[src/rtl/alu_exec_unit.sv]
// alu_exec_unit
//   Two-stage execution unit for the 3-bit ALU control code coming out of decode.
//   S1 registers the operation and its operands. S2 registers the result and the flags.
//   Both the input side and the output side use a valid/ready handshake.
//
// Ports
//   clk          clock, all state on the rising edge
//   rst_n        asynchronous active-low reset
//   in_valid     operation presented by the producer
//   in_ready     unit can accept an operation this cycle (combinational from out_ready)
//   alu_control  000 add, 001 sub, 010 and, 011 or, 101 slt; every other code is illegal
//   src_a        operand A
//   src_b        operand B
//   out_valid    result presented (the S2 valid bit)
//   out_ready    consumer takes the result this cycle
//   result       computed value (registered)
//   zero         result == 0 (registered)
//   illegal      alu_control was not a supported code (registered)
module alu_exec_unit #(
    parameter int WIDTH = 32
) (
    input  logic             clk,
    input  logic             rst_n,
    input  logic             in_valid,
    output logic             in_ready,
    input  logic [2:0]       alu_control,
    input  logic [WIDTH-1:0] src_a,
    input  logic [WIDTH-1:0] src_b,
    output logic             out_valid,
    input  logic             out_ready,
    output logic [WIDTH-1:0] result,
    output logic             zero,
    output logic             illegal
);

    localparam logic [2:0] OP_ADD = 3'b000;
    localparam logic [2:0] OP_SUB = 3'b001;
    localparam logic [2:0] OP_AND = 3'b010;
    localparam logic [2:0] OP_OR  = 3'b011;
    localparam logic [2:0] OP_SLT = 3'b101;

    logic             s1_valid;
    logic [2:0]       s1_ctrl;
    logic [WIDTH-1:0] s1_a;
    logic [WIDTH-1:0] s1_b;
    logic             s2_valid;

    logic             s1_en;
    logic             s2_en;

    logic [WIDTH-1:0] calc_result;
    logic             calc_illegal;

    // An empty S2 always advances, so a bubble in S2 never holds S1 back.
    assign s2_en    = !s2_valid || out_ready;
    assign s1_en    = !s1_valid || s2_en;
    assign in_ready = s1_en;

    assign out_valid = s2_valid;

    always_comb begin
        calc_result  = '0;
        calc_illegal = 1'b0;
        unique case (s1_ctrl)
            OP_ADD:  calc_result = s1_a + s1_b;
            OP_SUB:  calc_result = s1_a - s1_b;
            OP_AND:  calc_result = s1_a & s1_b;
            OP_OR:   calc_result = s1_a | s1_b;
            OP_SLT:  calc_result = {{(WIDTH-1){1'b0}}, ($signed(s1_a) < $signed(s1_b))};
            default: calc_illegal = 1'b1;
        endcase
    end

    // S1: the valid bit follows in_valid whenever the stage may load.
    // The operands load only when there is a real operation to take.
    always_ff @(posedge clk or negedge rst_n) begin
        if (!rst_n) begin
            s1_valid <= 1'b0;
            s1_ctrl  <= '0;
            s1_a     <= '0;
            s1_b     <= '0;
        end else if (s1_en) begin
            s1_valid <= in_valid;
            if (in_valid) begin
                s1_ctrl <= alu_control;
                s1_a    <= src_a;
                s1_b    <= src_b;
            end
        end
    end

    // S2: the output registers. While the consumer stalls they hold their value.
    always_ff @(posedge clk or negedge rst_n) begin
        if (!rst_n) begin
            s2_valid <= 1'b0;
            result   <= '0;
            zero     <= 1'b0;
            illegal  <= 1'b0;
        end else if (s2_en) begin
            s2_valid <= s1_valid;
            if (s1_valid) begin
                result  <= calc_result;
                zero    <= (calc_result == '0);
                illegal <= calc_illegal;
            end
        end
    end

endmodule
[config.mk]
export PLATFORM = sky130hd
export DESIGN_NAME = alu_exec_unit
export DESIGN_NICKNAME = d
export VERILOG_FILES = /design/src/rtl/alu_exec_unit.sv
export SDC_FILE = /design/constraint.sdc
export NUM_CORES = 1
export LEC_CHECK = 0
export ABC_AREA = 0
export CAP_MARGIN = 20
export CELL_PAD_IN_SITES_DETAIL_PLACEMENT = 1
export CELL_PAD_IN_SITES_GLOBAL_PLACEMENT = 1
export CORE_ASPECT_RATIO = 0.5
export CORE_MARGIN = 2
export CORE_UTILIZATION = 44
export DETAILED_ROUTE_END_ITERATION = 16
export HOLD_SLACK_MARGIN = 0.15
export PLACE_DENSITY = 0.81
export SLEW_MARGIN = 0
export SYNTH_ARGS = -nofsm -noshare
export SYNTH_HDL_FRONTEND = slang
export SYNTH_SLANG_ARGS = --single-unit
[constraint.sdc]
create_clock -name clk -period 4.73 [get_ports clk]
set_input_delay 1.419 -clock clk [delete_from_list [all_inputs] [get_ports clk]]
set_output_delay 1.419 -clock clk [all_outputs]
set_load 0.02 [all_outputs]
==> tab_implementation.tex, run 1 <==
\begin{tabular}{lr}
\hline
Metric & Value \\
\hline
\multicolumn{2}{l}{\textbf{Global route}} \\
Global route total overflow & 0 \\
Largest net degree at the start of global routing & 57 \\
First-pass GRT wire length & 51500 um \\
Global router's overall resource usage & 29.8\% \\
Via count of the first global-routing pass & 9058 \\
Initial antenna violation count & 0 \\
\multicolumn{2}{l}{\textbf{Floorplan}} \\
IO Count & 107 \\
Placement row count & 37 \\
Full die area & 22700 um\^{}2 \\
Vert. Die Dim & 108 um \\
Die width & 211 um \\
Core Area & 20800 um\^{}2 \\
Initial Utilization & 45.4\% \\
\multicolumn{2}{l}{\textbf{Logic synthesis}} \\
Per-instance average area after synthesis & 8.53 um\^{}2 \\
Mapped Cells & 1107 \\
Ys async rst share & 100\% \\
Warnings from Yosys & 0 \\
Synthesized netlist net count & 1287 \\
Post-synthesis sequential element count & 103 \\
Main flop type after synthesis & dfrtp\_1 \\
Number of synthesized flops with an enable pin & 0 \\
Register area share after synthesis & 27.3\% \\
Unique cell type count in the Yosys netlist & 88 \\
Post-synth design cell area & 9440 um\^{}2 \\
\multicolumn{2}{l}{\textbf{Place}} \\
Minimum setup slack after placement & 0.599 ns \\
DP HPWL & 25700 um \\
Placement Cell Area & 10800 um\^{}2 \\
Quantity of I/O buffers inserted on ports & 106 \\
Final GP Congestion & 0.905 \\
\multicolumn{2}{l}{\textbf{Worst setup path}} \\
Worst Setup Path Type & in -> out \\
Register-to-Register Setup Slack & 0.62 ns \\
Critical path startpoint category & input pin \\
Crit Path Max Fanout & 3 \\
Worst reg2reg path endpoint & zero\$\_DFFE\_PN0P\_ \\
Cell count of the worst reg-to-reg path & 13 \\
Worst R2R Start & s1\_a[1]\$\_DFFE\_PN0P\_ \\
Endpoint kind of the worst setup timing path & output port \\
Worst setup path start & out\_ready \\
Data required, critical path & 3.31 ns \\
Signal arrival time at the worst endpoint & 2.72 ns \\
\multicolumn{2}{l}{\textbf{Hold path}} \\
Min-Delay Path Class & reg -> reg \\
End point of the most critical hold path & result[13]\$\_DFFE\_PN0P\_ \\
Hold\_sp & result[13]\$\_DFFE\_PN0P\_ \\
Hold path cells & 2 \\
\multicolumn{2}{l}{\textbf{Clocking}} \\
Cell at the root of the clock tree & clkbuf\_16 \\
CTS H-tree lvls & 3 \\
Gates resized, CTS repair & 0 \\
Clock latency at the later pin of the worst-skew pair & 0.39 ns \\
Bufs on Longest Clock Path & 2 \\
\# hold bufs at CTS & 0 \\
TritonCTS buffer count & 9 \\
Sinks on the clock net & 103 \\
Post-CTS setup buffer count & 0 \\
TritonCTS clock tree & built \\
Clock Pin Slew Worst Setup and Hold Paths & 0.09 ns \\
\multicolumn{2}{l}{\textbf{Power and ir drop}} \\
Maximum vdd drop & 0.195 mV \\
Power per unit of standard cell area & 436 nW/um\^{}2 \\
Leakage power total & 4.92 nW \\
\multicolumn{2}{l}{\textbf{STA}} \\
Tcrit/Tclk final & 87.4\% \\
Worst clock skew & 0.0145 ns \\
Post-layout minimum cycle time & 4.14 ns \\
Pin slew with the least headroom to its limit & 0.982 ns \\
Slew Limit Headroom & 34.3\% \\
Setup-violating endpoint count in the final report & 0 \\
Final setup margin & 0.594 ns \\
F\_max & 242 MHz \\
Total negative slack & 0 ns \\
Hold violation count in the final report & 0 \\
Max Slew Vio Count & 0 \\
RSZ-0062 raised after global routing & no \\
\multicolumn{2}{l}{\textbf{Finish}} \\
Diodes inserted & 0 \\
Layout overhead on the synthesized area & 17.7\% \\
Number of nets in the layout & 1371 \\
Share of layout cells above drive strength 1 & 13.5\% \\
Design area & 11100 um\^{}2 \\
\multicolumn{2}{l}{\textbf{Detailed routing}} \\
Total number of vias & 8791 \\
Final wirelength & 32800 um \\
Via density & 5.98 \\
Number of violations reported at the end of detailed-routing iteration 0 & 611 \\
Wire per inst & 22.4 um \\
Residual antenna-violating net count after detailed routing & 0 \\
Count of TritonRoute iterations in the first routing pass & 5 \\
Total DRC errors in the routed layout & 0 \\
\multicolumn{2}{l}{\textbf{Flow run}} \\
Count of max-cap constraint violations & 0 \\
\multicolumn{2}{l}{\textbf{Status}} \\
Run status & finished, final reports clean \\
\hline
\end{tabular}
[worst max path at each step]
stage	to	slack, ns	cells after the start
floorplan	zero$_DFFE_PN0P_	1.45	14
global placement	in_ready	0.65	3
detailed placement	in_ready	0.60	3
CTS	in_ready	0.59	3
global route	zero$_DFFE_PN0P_	0.36	13
finish	in_ready	0.59	3
[cells in the mapped netlist, types with 9 or more instances]
library cell	count	area, um^2
ha_1	107	1340
dfrtp_1	103	2580
inv_1	101	379
a21oi_1	92	460
nor2_1	92	345
nand2_1	89	334
mux2_2	77	867
o21ai_0	47	235
clkbuf_1	37	139
nor3_1	21	105
a211oi_1	19	143
a21o_1	18	135
o211ai_1	18	135
buf_2	15	75.1
nand2b_1	15	93.8
nand3_1	15	75.1
o31ai_1	15	113
nand4_1	12	75.1
o22ai_1	11	68.8
xnor2_1	11	96.3
a211o_1	9	78.8
nor4_1	9	56.3
o31a_1	9	78.8
[worst max-delay path, cell delays in order]
cell             delay (ns)
clkdlybuf4s50_1        0.48
nand3b_1               0.19
clkdlybuf4s50_1        0.63
[placed cells by master, fill, tap and decap left out, types with 19 or more instances in the layout]
cell             instances
clkdlybuf4s50_1        105
a211oi_1                19
o21ai_0                 47
nor3_1                  21
buf_4                   31
a21oi_1                 92
dfrtp_1                102
nor2_1                  91
nand2_1                 88
ha_1                   107
mux2_2                  77
inv_1                  101
[registers in the layout, summed over array words and instances (netlist names)]
| name | count |
|---|---|
| s1_b | 32 |
| result | 32 |
| zero | 1 |
| s1_a | 32 |
| s1_valid | 1 |
| s1_ctrl | 3 |
| illegal | 1 |
| out_valid | 1 |
[routing by layer]
layer	GRT usage (%)	share of wire [%]	vias to the layer above
met5	0	0	-
met4	7.70	1.7	0
met2	46.6	44	221
met1	42.2	48	4412
met3	5.46	5.8	37
li1	-	-	4121
[where the power goes]
group | total, mW | switching (mW) | internal (mW)
clock network | 0.790 | 0.414 | 0.375
logic | 2.82 | 1.71 | 1.10
registers | 1.24 | 0.168 | 1.07
total | 4.85 | 2.30 | 2.55
[per-stage QoR]
stage / cells / hold slack, ns / util, % / total power, mW
floorplan: 1107 / 0.500 / - / 3.01
global placement: 1452 / 0.465 / 51.9 / 3.93
detailed placement: 1452 / 0.471 / 51.9 / 4.01
CTS: 1468 / 0.491 / 53.4 / 4.84
global route: 1469 / 0.524 / 53.4 / 5.14
finish: 1469 / 0.486 / 53.4 / 4.85
[cell families after synthesis]
logic type,after synthesis,share of synthesized area (%)
buf+inv,165,6.96
fa+ha+maj,109,14.6
mux,84,10.1
flops,103,27.3
simple gates,300,15.5
xor+xnor,13,1.21
compound gates,333,24.4
[cell type report]
| cell class | instances | area (um^2) |
|---|---|---|
| Clock buffer | 9 | 225 |
| Inverter | 101 | 379 |
| Sequential cell | 103 | 2580 |
| Fill cell | 2479 | 9680 |
| Timing Repair Buffer | 137 | 1300 |
| Tap cell | 273 | 342 |
| Clock inverter | 7 | 71.3 |
| Multi-Input combinational cell | 839 | 6210 |
(Power assumes the default switching activity.)
==> run 2: changes to the inputs <==
CORE_UTILIZATION = 45   (was 44)
CTS_BUF_LIST = sky130_fd_sc_hd__clkbuf_8   (was not set)
PLACE_DENSITY = 0.83   (was 0.81)
==> run 2 against run 1 <==
  * Final cell count decreased by 0.48%
  * Final area decreased by 1.3%
  * Worst hold slack improved by 0.018 ns
  * Critical path depth increased by 12
  * Count of clock-buffer cells in the layout unchanged
  * Critical endpoint is now zero$_DFFE_PN0P_
==> tab_implementation.tex, run 2 (synthesized netlist as in run 1, its figures left out) <==
\begin{tabular}{lr}
\hline
Metric & Value \\
\hline
\multicolumn{2}{l}{\textbf{Global route}} \\
Via count of the first global-routing pass & 9061 \\
Initial antenna violation count & 0 \\
Global route total overflow & 0 \\
Global router's overall resource usage & 30.1\% \\
Largest net degree at the start of global routing & 56 \\
First-pass GRT wire length & 51500 um \\
\multicolumn{2}{l}{\textbf{Detailed routing}} \\
Residual antenna-violating net count after detailed routing & 0 \\
Count of TritonRoute iterations in the first routing pass & 5 \\
Via density & 6.03 \\
Wire per inst & 22.4 um \\
Total number of vias & 8810 \\
Final wirelength & 32700 um \\
Total DRC errors in the routed layout & 0 \\
Number of violations reported at the end of detailed-routing iteration 0 & 710 \\
\multicolumn{2}{l}{\textbf{Power and ir drop}} \\
Power per unit of standard cell area & 422 nW/um\^{}2 \\
Leakage power total & 4.84 nW \\
Overall power consumption & 4.63 mW \\
Maximum vdd drop & 0.172 mV \\
\multicolumn{2}{l}{\textbf{Worst setup path}} \\
Signal arrival time at the worst endpoint & 4.61 ns \\
Crit Path Max Fanout & 13 \\
Worst R2R Start & s1\_a[17]\$\_DFFE\_PN0P\_ \\
Critical path startpoint category & flop \\
Endpoint kind of the worst setup timing path & flop \\
Maximum cell stage delay along the critical path & 0.53 ns \\
Worst setup path start & s1\_a[17]\$\_DFFE\_PN0P\_ \\
Data required, critical path & 5.09 ns \\
Register-to-Register Setup Slack & 0.48 ns \\
Worst-path cell chain & inv\_1, ha\_1, nor2\_1, inv\_1, nor4\_1, buf\_4, o211ai\_1, buf\_4, and2\_1, o31a\_1, o41ai\_1, a21oi\_1, mux2i\_1, o2111ai\_1, o31ai\_2 \\
Slowest cell on crit path & nor4\_1 \\
Worst Setup Path Type & reg -> reg \\
\multicolumn{2}{l}{\textbf{Clocking}} \\
Clock latency at the later pin of the worst-skew pair & 0.45 ns \\
Bufs on Longest Clock Path & 2 \\
TritonCTS buffer count & 9 \\
Post-CTS setup buffer count & 0 \\
Clock Pin Slew Worst Setup and Hold Paths & 0.13 ns \\
CTS H-tree lvls & 3 \\
TritonCTS clock tree & built \\
Gates resized, CTS repair & 0 \\
Sinks on the clock net & 103 \\
Cell at the root of the clock tree & clkbuf\_8 \\
\# hold bufs at CTS & 0 \\
\multicolumn{2}{l}{\textbf{STA}} \\
Hold violation count in the final report & 0 \\
F\_max & 235 MHz \\
Setup-violating endpoint count in the final report & 0 \\
Max Slew Vio Count & 0 \\
Worst clock skew & 0.0234 ns \\
Final setup margin & 0.479 ns \\
Total negative slack & 0 ns \\
Tcrit/Tclk final & 89.9\% \\
Slew Limit Headroom & 30.7\% \\
Post-layout minimum cycle time & 4.25 ns \\
Pin slew with the least headroom to its limit & 1.04 ns \\
RSZ-0062 raised after global routing & no \\
\multicolumn{2}{l}{\textbf{Place}} \\
Minimum setup slack after placement & 0.625 ns \\
Final GP Congestion & 0.914 \\
DP HPWL & 25400 um \\
Placed Instances & 1446 \\
Placement Cell Area & 10800 um\^{}2 \\
Quantity of I/O buffers inserted on ports & 106 \\
\multicolumn{2}{l}{\textbf{Finish}} \\
Most frequent cells in the layout & ha\_1 (107), clkdlybuf4s50\_1 (105), dfrtp\_1 (102) \\
Filler Cell Count & 2444 \\
Most common cell after layout, fill and taps aside & ha\_1 \\
Number of nets in the layout & 1364 \\
Design area & 11000 um\^{}2 \\
Layout overhead on the synthesized area & 16.1\% \\
Largest regs & result (32), s1\_a (32), s1\_b (32) \\
Diodes inserted & 0 \\
Post-Layout Cell Count & 1462 \\
Share of layout cells above drive strength 1 & 13.0\% \\
\multicolumn{2}{l}{\textbf{Status}} \\
Run status & finished, final reports clean \\
\multicolumn{2}{l}{\textbf{Floorplan}} \\
Die width & 209 um \\
Initial Utilization & 45.9\% \\
Vert. Die Dim & 106 um \\
Full die area & 22200 um\^{}2 \\
Core Area & 20600 um\^{}2 \\
Placement row count & 37 \\
IO Count & 107 \\
\multicolumn{2}{l}{\textbf{Flow run}} \\
Count of max-cap constraint violations & 0 \\
\multicolumn{2}{l}{\textbf{Hold path}} \\
Min-Delay Path Class & reg -> reg \\
Hold\_sp & result[12]\$\_DFFE\_PN0P\_ \\
\hline
\end{tabular}
run 2: cell types whose count changed in the layout (fill, tap and decap cells not counted), sizes merged:
cell / delta
buf: -7
clkinv: -1
inv: +1
run 2: area by class of cell:
type / count / area (um^2) / area share (%)
sequential: 103 / 2580 / 23.5
multi-input combinational: 839 / 6220 / 56.7
inverter: 101 / 379 / 3.46
clock inverter: 7 / 81.3 / 0.742
clock buffer: 9 / 124 / 1.13
tap: 273 / 342 / 3.12
timing repair buffer: 130 / 1240 / 11.3
run 2: critical path, delay by kind of cell, from the launching register on:
kind | cells | cell delay, ns
flops | 1 | 0.41
compound gates | 6 | 1.47
buf+inv | 4 | 0.62
mux | 1 | 0.22
simple gates | 3 | 0.97
fa+ha+maj | 1 | 0.48
run 2: where the power goes:
group	switching (mW)	leakage, nW	internal [mW]
Combinational	1.69	3.51	1.08
Clock	0.404	0.104	0.213
Sequential	0.170	1.23	1.07
run 2: path summary, 6_finish.rpt:
path / to / cells after the start
max reg2reg: zero$_DFFE_PN0P_ / 15
min reg2reg: result[12]$_DFFE_PN0P_ / 2
min: result[12]$_DFFE_PN0P_ / 2
max: zero$_DFFE_PN0P_ / 15
min in group asynchronous: s1_b[3]$_DFFE_PN0P_ / 1
max in group asynchronous: s1_b[23]$_DFFE_PN0P_ / 2
run 2: stage by stage:
step	hold WS, ns	utilization (%)
floorplan	0.500	-
global placement	0.466	52.3
detailed placement	0.472	52.3
CTS	0.502	53.3
global route	0.533	53.3
finish	0.504	53.3
run 2: metal layers:
layer / routed length [um] / global-route usage [%] / vias up
met5: 0 / 0 / -
met4: 488 / 7.76 / 0
met3: 1710 / 4.40 / 35
met2: 14900 / 48.6 / 250
met1: 15600 / 42.2 / 4419
li1: - / - / 4106
==> run 3: changes to the inputs <==
CORE_MARGIN = 1.5   (was 2)
CORE_UTILIZATION = 40   (was 45)
PLACE_DENSITY = 0.78   (was 0.83)
clock period = 3.87 ns   (was 4.73 ns; I/O delays follow)
==> run 3 against run 2 <==
  * Combinational power grew 38%
  * Sequential power up 22%
  * Global-route usage shrank 1.2 points
  * Register-to-register slack got worse by 0.43 ns
  * Sequential share of layout area is 1.6 points lower
  * Fmax up 11%
  * Critical endpoint unchanged
  * Via count rose by 4.5%
  * Final area increased by 7.2%
  * Power up 31%
  * Non-clock buffer count grew 79
==> tab_implementation.tex, run 3 (synthesized netlist as in run 1, its figures left out) <==
\begin{tabular}{lr}
\hline
Metric & Value \\
\hline
\multicolumn{2}{l}{\textbf{Worst setup path}} \\
Worst-path cell chain & ha\_2, inv\_1, fa\_1, or2b\_1, a21oi\_4, o21bai\_2, buf\_4, a211oi\_2, xnor2\_1, o22ai\_2, nor4bb\_4, nand4\_1, nor4b\_2, nand4\_1, o31ai\_2 \\
CP endpoint & zero\$\_DFFE\_PN0P\_ \\
Slowest cell on crit path & dfrtp\_1 \\
Endpoint kind of the worst setup timing path & flop \\
Worst Setup Path Type & reg -> reg \\
Worst setup path start & s1\_b[0]\$\_DFFE\_PN0P\_ \\
Top Family by Delay on Critical Path & simple AND/OR/NAND/NOR gates \\
Critical Path Most Common Cell & nand4\_1 \\
Crit Path Max Fanout & 4 \\
Critical path startpoint category & flop \\
Worst reg2reg path endpoint & zero\$\_DFFE\_PN0P\_ \\
Critical path depth & 15 \\
Data required, critical path & 4.23 ns \\
Register-to-Register Setup Slack & 0.05 ns \\
Signal arrival time at the worst endpoint & 4.19 ns \\
Cell count of the worst reg-to-reg path & 15 \\
Crit path buffers/inverters & 2 \\
Maximum cell stage delay along the critical path & 0.41 ns \\
Worst R2R Start & s1\_b[0]\$\_DFFE\_PN0P\_ \\
\multicolumn{2}{l}{\textbf{STA}} \\
Post-layout minimum cycle time & 3.82 ns \\
F\_max & 262 MHz \\
Tcrit/Tclk final & 98.8\% \\
Slew Limit Headroom & 44.8\% \\
Pin slew with the least headroom to its limit & 0.827 ns \\
Worst clock skew & 0.0183 ns \\
Max Slew Vio Count & 0 \\
Hold violation count in the final report & 0 \\
Setup-violating endpoint count in the final report & 0 \\
RSZ-0062 raised after global routing & yes \\
Total negative slack & 0 ns \\
\multicolumn{2}{l}{\textbf{Finish}} \\
Number of nets in the layout & 1443 \\
Diodes inserted & 0 \\
Post-Layout Cell Count & 1575 \\
Area used by sequential logic in the layout & 2580 um\^{}2 \\
Multi-input logic area & 6330 um\^{}2 \\
Largest regs & result (32), s1\_a (32), s1\_b (32) \\
Layout overhead on the synthesized area & 24.5\% \\
Most common cell after layout, fill and taps aside & clkdlybuf4s50\_1 \\
Filler Cell Count & 2708 \\
Share of layout cells above drive strength 1 & 20.0\% \\
Most frequent cells in the layout & clkdlybuf4s50\_1 (105), ha\_1 (103), dfrtp\_1 (101) \\
\multicolumn{2}{l}{\textbf{Floorplan}} \\
Core Area & 23000 um\^{}2 \\
Full die area & 24600 um\^{}2 \\
Vert. Die Dim & 112 um \\
IO Count & 107 \\
Placement row count & 39 \\
Die width & 220 um \\
Initial Utilization & 41.1\% \\
\multicolumn{2}{l}{\textbf{Clocking}} \\
TritonCTS buffer count & 9 \\
Clock Pin Slew Worst Setup and Hold Paths & 0.12 ns \\
Cell at the root of the clock tree & clkbuf\_8 \\
Clock latency at the later pin of the worst-skew pair & 0.44 ns \\
Bufs on Longest Clock Path & 2 \\
CTS H-tree lvls & 3 \\
\# hold bufs at CTS & 0 \\
Sinks on the clock net & 103 \\
TritonCTS clock tree & built \\
\multicolumn{2}{l}{\textbf{Detailed routing}} \\
Count of TritonRoute iterations in the first routing pass & 5 \\
Final wirelength & 34600 um \\
Residual antenna-violating net count after detailed routing & 0 \\
Number of violations reported at the end of detailed-routing iteration 0 & 747 \\
Via density & 5.84 \\
Total number of vias & 9205 \\
Wire per inst & 22.0 um \\
Total DRC errors in the routed layout & 0 \\
\multicolumn{2}{l}{\textbf{Place}} \\
DP HPWL & 27000 um \\
Final GP Congestion & 0.939 \\
Placed Instances & 1555 \\
Quantity of I/O buffers inserted on ports & 106 \\
\multicolumn{2}{l}{\textbf{Flow run}} \\
Count of max-cap constraint violations & 0 \\
\multicolumn{2}{l}{\textbf{Global route}} \\
Via count of the first global-routing pass & 9718 \\
First-pass GRT wire length & 54700 um \\
Global route total overflow & 0 \\
Global router's overall resource usage & 28.9\% \\
Initial antenna violation count & 1 \\
Largest net degree at the start of global routing & 104 \\
\multicolumn{2}{l}{\textbf{Status}} \\
Run status & finished, final reports clean \\
\multicolumn{2}{l}{\textbf{Hold path}} \\
Hold path cells & 1 \\
Min-Delay Path Class & reg -> reg \\
\multicolumn{2}{l}{\textbf{Power and ir drop}} \\
Maximum vdd drop & 0.195 mV \\
Power per unit of standard cell area & 516 nW/um\^{}2 \\
Leakage power total & 5.24 nW \\
\hline
\end{tabular}
## run 3: cell type report
| class | instances | area share (%) |
|---|---|---|
| sequential | 103 | 22.0 |
| timing repair buffer | 209 | 15.9 |
| clock inverter | 6 | 0.554 |
| multi-input combinational | 839 | 53.9 |
| clock buffer | 10 | 1.17 |
| inverter | 101 | 3.23 |
| tap | 307 | 3.27 |
## run 3: what timing repair did
action                                 4_1_cts  5_1_grt
endpoints found under the hold margin        0        0
setup endpoints to repair                    1        3
pin swaps                                    1       13
gates resized for setup                      1       26
gates cloned                                 0        0
buffers inserted                             1        3
## run 3: stage by stage
stage / utilization, % / hold slack (ns) / total power [mW] / worst slack (ns) / cell area [um^2]
2_1_floorplan: - / 0.500 / 3.68 / 0.590 / 9440
3_3_place_gp: 49.6 / 0.461 / 5.09 / 0.186 / 11400
3_5_place_dp: 49.6 / 0.466 / 5.21 / 0.0207 / 11400
6_report: 51.1 / 0.487 / 6.07 / 0.0482 / 11700
5_1_grt: 51.1 / 0.519 / 6.46 / -0.129 / 11700
4_1_cts: 50.5 / 0.492 / 5.97 / 0.00330 / 11600
## run 3: layer usage
layer  up-vias  wire [um]  track usage (%)  part of all wire, %
met3        54       2250             6.01                  6.5
li1       4266          -                -                    -
met4         0        659             7.21                  1.9
met5         -          0                0                    0
met1      4614      16000             40.4                   46
met2       271      15700             45.3                   45
## run 3: how the worst min path moves through the flow
stage,startpoint,end,slack (ns)
after detailed placement,result[7]$_DFFE_PN0P_,result[7]$_DFFE_PN0P_,0.47
after global routing,result[7]$_DFFE_PN0P_,result[7]$_DFFE_PN0P_,0.52
after CTS,result[7]$_DFFE_PN0P_,result[7]$_DFFE_PN0P_,0.49
final,result[7]$_DFFE_PN0P_,result[7]$_DFFE_PN0P_,0.49
after global placement,result[7]$_DFFE_PN0P_,result[7]$_DFFE_PN0P_,0.46
after floorplan,s1_valid$_DFFE_PN0N_,out_valid$_DFFE_PN0P_,0.50
## run 3: worst reg2reg max path, stage by stage, from the launching register on
cell and delay [ns]:
dfrtp_1 0.41, ha_2 0.23, inv_1 0.06, fa_1 0.41, or2b_1 0.29, a21oi_4 0.19
o21bai_2 0.12, buf_4 0.16, a211oi_2 0.20, xnor2_1 0.16, o22ai_2 0.18, nor4bb_4 0.35
nand4_1 0.24, nor4b_2 0.38, nand4_1 0.17, o31ai_2 0.19
## run 3: power by group
| group | internal, mW | switching [mW] |
|---|---|---|
| Sequential | 1.31 | 0.200 |
| Clock | 0.269 | 0.462 |
| Combinational | 1.61 | 2.22 |
